[config.mk]
export PLATFORM = sky130hd
export DESIGN_NAME = rename_reg_file
export DESIGN_NICKNAME = d
export VERILOG_FILES = /design/src/rtl/rename_reg_file.sv
export SDC_FILE = /design/constraint.sdc
export NUM_CORES = 2
export LEC_CHECK = 0
export CAP_MARGIN = 20
export CORE_MARGIN = 1.5
export CORE_UTILIZATION = 50
export CTS_CLUSTER_SIZE = 10
export DETAILED_ROUTE_END_ITERATION = 7
export PLACE_DENSITY = 0.71
export SLEW_MARGIN = 10
export SYNTH_ARGS = -nofsm -noshare
export SYNTH_HDL_FRONTEND = slang
export SYNTH_SLANG_ARGS = --single-unit
export TNS_END_PERCENT = 10
[constraint.sdc]
create_clock -name clk -period 6.35 [get_ports clk]
set_input_delay 0.9525 -clock clk [delete_from_list [all_inputs] [get_ports clk]]
set_output_delay 0.9525 -clock clk [all_outputs]
set_load 0.01 [all_outputs]
[src/rtl/rename_reg_file.sv]
// rtl/rename_reg_file.sv - architectural register file with per-register rename tags.
// Optional debug read port: define RF_DBG_PORT_EN to add dbg_sel_i / dbg_val_o.
module rename_reg_file #(
  parameter int REG_BIT = 5,
  parameter int ROB_BIT = 5,
  parameter int DAT_W   = 32,
  parameter int OP_W    = 6
) (
  input  logic               clk,
  input  logic               rst,
  input  logic               en,
  input  logic               mp_i,
  input  logic               is_en_i,
  input  logic [REG_BIT-1:0] is_rs1_i,
  input  logic [REG_BIT-1:0] is_rs2_i,
  input  logic [REG_BIT-1:0] is_rd_i,
  input  logic [ROB_BIT-1:0] is_qd_i,
  input  logic [OP_W-1:0]    is_op_i,
  input  logic [DAT_W-1:0]   is_imm_i,
  output logic               rf_en_o,
  output logic [ROB_BIT-1:0] rf_qj_o,
  output logic [ROB_BIT-1:0] rf_qk_o,
  output logic [DAT_W-1:0]   rf_vj_o,
  output logic [DAT_W-1:0]   rf_vk_o,
  output logic [ROB_BIT-1:0] rf_qd_o,
  output logic [OP_W-1:0]    rf_op_o,
  output logic [DAT_W-1:0]   rf_imm_o,
  input  logic               cmt_en_i,
  input  logic [REG_BIT-1:0] cmt_rd_i,
  input  logic [ROB_BIT-1:0] cmt_q_i,
  input  logic [DAT_W-1:0]   cmt_v_i
`ifdef RF_DBG_PORT_EN
  ,
  input  logic [REG_BIT-1:0] dbg_sel_i,
  output logic [DAT_W-1:0]   dbg_val_o
`endif
);

  localparam int NREG = 1 << REG_BIT;

  logic [DAT_W-1:0]   val [NREG];
  logic [ROB_BIT-1:0] tag [NREG];

  logic               cmt_wr;
  logic               ren;
  logic [ROB_BIT-1:0] qj_n, qk_n;
  logic [DAT_W-1:0]   vj_n, vk_n;

  assign cmt_wr = cmt_en_i && (cmt_rd_i != '0);
  assign ren    = is_en_i && (is_rd_i != '0);

  // A commit landing this cycle on the producer we would report is bypassed straight in.
  always_comb begin
    qj_n = '0;
    vj_n = '0;
    qk_n = '0;
    vk_n = '0;
    if (is_rs1_i != '0) begin
      if (cmt_en_i && cmt_rd_i == is_rs1_i && tag[is_rs1_i] == cmt_q_i) begin
        vj_n = cmt_v_i;
      end else begin
        qj_n = tag[is_rs1_i];
        vj_n = val[is_rs1_i];
      end
    end
    if (is_rs2_i != '0) begin
      if (cmt_en_i && cmt_rd_i == is_rs2_i && tag[is_rs2_i] == cmt_q_i) begin
        vk_n = cmt_v_i;
      end else begin
        qk_n = tag[is_rs2_i];
        vk_n = val[is_rs2_i];
      end
    end
  end

  always_ff @(posedge clk) begin
    if (rst) begin
      for (int i = 0; i < NREG; i++) begin
        val[i] <= '0;
        tag[i] <= '0;
      end
      rf_en_o  <= 1'b0;
      rf_qj_o  <= '0;
      rf_qk_o  <= '0;
      rf_vj_o  <= '0;
      rf_vk_o  <= '0;
      rf_qd_o  <= '0;
      rf_op_o  <= '0;
      rf_imm_o <= '0;
    end else if (mp_i) begin
      for (int i = 0; i < NREG; i++) begin
        tag[i] <= '0;
      end
      if (cmt_wr) begin
        val[cmt_rd_i] <= cmt_v_i;
      end
      rf_en_o <= 1'b0;
    end else if (en) begin
      if (cmt_wr) begin
        val[cmt_rd_i] <= cmt_v_i;
        // A same-cycle rename of this register carries the newer producer; keep it.
        if (tag[cmt_rd_i] == cmt_q_i && !(ren && is_rd_i == cmt_rd_i)) begin
          tag[cmt_rd_i] <= '0;
        end
      end
      if (ren) begin
        tag[is_rd_i] <= is_qd_i;
      end
      rf_en_o <= is_en_i;
      if (is_en_i) begin
        rf_qj_o  <= qj_n;
        rf_qk_o  <= qk_n;
        rf_vj_o  <= vj_n;
        rf_vk_o  <= vk_n;
        rf_qd_o  <= is_qd_i;
        rf_op_o  <= is_op_i;
        rf_imm_o <= is_imm_i;
      end
    end else begin
      rf_en_o <= 1'b0;
    end
  end

`ifdef RF_DBG_PORT_EN
  assign dbg_val_o = val[dbg_sel_i];
`else
  // No debug read port in this build.
`endif

endmodule

==> results.toml <==
[sta]
slew_headroom = 0.247
setup_tns_ps = 0
fmax_mhz = 211
finalCritPeriodShare = 0.746
maxSlewViolCount = 0
max_slew.worst_pin.slew_ps = 1130
layout_min_cycle_time_ps = 4740
setup_viol = 0
final_hold_viol_count = 0
rsz0062_at_grt = "no"
fin_skew_ps = 31.1

[cells_and_area]
fin_area_um2 = 78200
layout_common_cells = "edfxtp_1, and2_1, mux4_2"
area_delta_synth_final_pct = 13.1
final_common_cell = "edfxtp_1"
multi_input_area_um2 = 29700
regArea_um2 = 37900
drive_gt1_frac = 0.242
fin_nets = 4828
fillers = 10481

[drt]
drt_wl_total_um = 224000
top_layer_used = "met5"
wl_met1_um = 80200
num_vias = 44563
first_iter_violations = 7029
route.met3.wl_um = 26800
final_antenna_net_count = 0
dr.pass1.iters = 6
drc = 0
wire_per_inst_um = 33.9
via_per_inst = 6.72
route.met2.wl_um = 105000

[critical_path]
crit_type = "in -> reg"
cp.arrival_ps = 5160
startpoint_type = "primary input"
max_stage_delay_ps = 830
cpMostUsedCell = "nand4_1"
path_max_fanout = 28
path_cells = "buf_2 > buf_12 > mux4_2 > a22oi_1 > nand4_1 > xnor2_1 > nand4_1 > nor3_1 > nand2_1 > o21ai_0"
end_kind = "register"
cpMaxStageDelayCell = "o21ai_0"
cp.required_ps = 6770

[placed_design]
hpwlAfterDp_um = 135000
port_buffers = 223
gp_congestion = 0.979
placed_area_um2 = 73600

[power_and_ir_drop]
p_sw_frac = 0.248
p_sw_uw = 5120
p_total_uw = 20600
leakage_uw = 0.0265
ir_drop_uv = 283
p_seq_frac = 0.488
power.internal_uw = 15500
power-per-cell-area_nw_per_um2 = 264
combPwrFrac = 0.122
p_clk_frac = 0.390

[logic_synthesis]
yosys.cell_types.count = 63
ys_seq_area_frac = 0.548
synth-xor-area-share = 0.00329
avgSynthCellArea_um2 = 14.9
synth_top_family_by_area = "multiplexers"
syn_area_um2 = 69100
ys_seq_elements = 1302
synth_edf_count = 1184
synthFlopType = "edfxtp_1"
synth-async-reset-ratio = 0
synthMuxAreaShare = 0.253
yosys.area_share.adder = 0
synth-simple-area-share = 0.142
ys_warn_count = 0
synth_compound_area_frac = 0.0248
synth_cells = 4637

[clocking]
cts_tree = "built"
cts_buffers = 151
ctsResizeCount = 0
clock-sinks = 1302
clockBufferDepth = 3
worstSkewPairLatency_ps = 790
cts_hold_buf = 0
cts-htree-levels = 4
clkSlewWorstSetupHoldPaths_ps = 60
post_cts_buffers = 0
root_buffer = "clkbuf_16"

[hold_path]
hold_class = "reg -> reg"

[global_route]
grt_pass1_vias = 43683
grt_pass1_wl_um = 318000
grtUsageTotal = 0.319
overflow = 0
antenna_found_initial = 13
grt_max_degree = 117

[die]
core-area_um2 = 137000
rows = 136
io_pins = 224
initial_core_util = 0.504
die_area_um2 = 141000
fp.dieW_um = 375
die-height_um = 375

[job]
drv_cap = 0

[outcome]
status = "completed"
[Yosys cell counts, drive strengths merged, types with 23 or more instances]
library cell / n / share of area
o21ai: 77 / 0.0056
a32o: 36 / 0.0052
clkbuf: 365 / 0.020
edfxtp: 1184 / 0.51
mux4: 737 / 0.24
or2: 34 / 0.0031
a22oi: 23 / 0.0025
nand2: 252 / 0.014
a21oi: 51 / 0.0037
or3: 35 / 0.0032
o22ai: 36 / 0.0033
mux2i: 68 / 0.0098
and2: 1150 / 0.10
buf: 106 / 0.0077
dfxtp: 118 / 0.034
nor2: 179 / 0.0097
[cell families after synthesis]
logic type / Yosys count
buffers and inverters: 479
XOR/XNOR: 26
AND/OR/NAND/NOR: 1742
multiplexers: 825
other: 1
AO/OA/AOI/OAI: 262
flip-flops: 1302
[critical path: cells and delay by family]
kind | cells | cell delay, ps
buffers and inverters | 2 | 1000
AOI/OAI and AO/OA | 2 | 1130
and+or+nand+nor | 4 | 1310
muxes | 1 | 530
xor gates and xnor gates | 1 | 170
[cell type report]
cell class	count	area share
multi-input combinational	2892	0.380
tap	1794	0.0287
antenna	9	0.000288
timing repair buffer	367	0.0484
inverter	8	0.000448
sequential	1302	0.485
clock inverter	18	0.00335
clock buffer	238	0.0536
[power groups by stage]
stage / clock (uW) / sequential, uW / combinational (uW)
after floorplan: 0 / 10100 / 1580
after global placement: 0 / 10200 / 2450
after CTS: 8100 / 10100 / 2480
after detailed placement: 0 / 10200 / 2470
final: 8050 / 10100 / 2520
after global routing: 8400 / 10100 / 2600
[stage by stage]
step | util | setup WS (ps) | instances | hold slack (ps)
finish | 0.569 | 1610 | 6628 | 451
global route | 0.569 | 1350 | 6623 | 468
CTS | 0.568 | 1770 | 6611 | 454
detailed placement | 0.536 | 891 | 6355 | 443
global placement | 0.535 | 1060 | 6352 | 435
floorplan | - | 1990 | 4673 | 481
[sequential cells by signal, summed over array words and instances (netlist names)]
register and flops:
tag 160, rf_imm_o 32, rf_qj_o 5, rf_en_o 1, val 1024, rf_vj_o 32, rf_vk_o 32, rf_qk_o 5
rf_qd_o 5, rf_op_o 6
[layer usage]
layer  up-vias  global-route usage
met5         -                   0
met4         4               0.157
met3       648              0.0749
met2      3352               0.498
met1     22694               0.423
li1      17865                   -
[path summary, 6_finish.rpt]
| check | from | endpoint | slack [ps] | depth (start not counted) |
|---|---|---|---|---|
| worst max register to register | tag[16][4] | tag[17][4] | 2330 | 8 |
| worst max-delay path | cmt_rd_i[0] | tag[17][4] | 1610 | 10 |
| worst min-delay path | rf_vk_o[3] | rf_vk_o[3] | 450 | 2 |
| worst min register to register | rf_vk_o[3] | rf_vk_o[3] | 450 | 2 |
(Power assumes the default switching activity.)
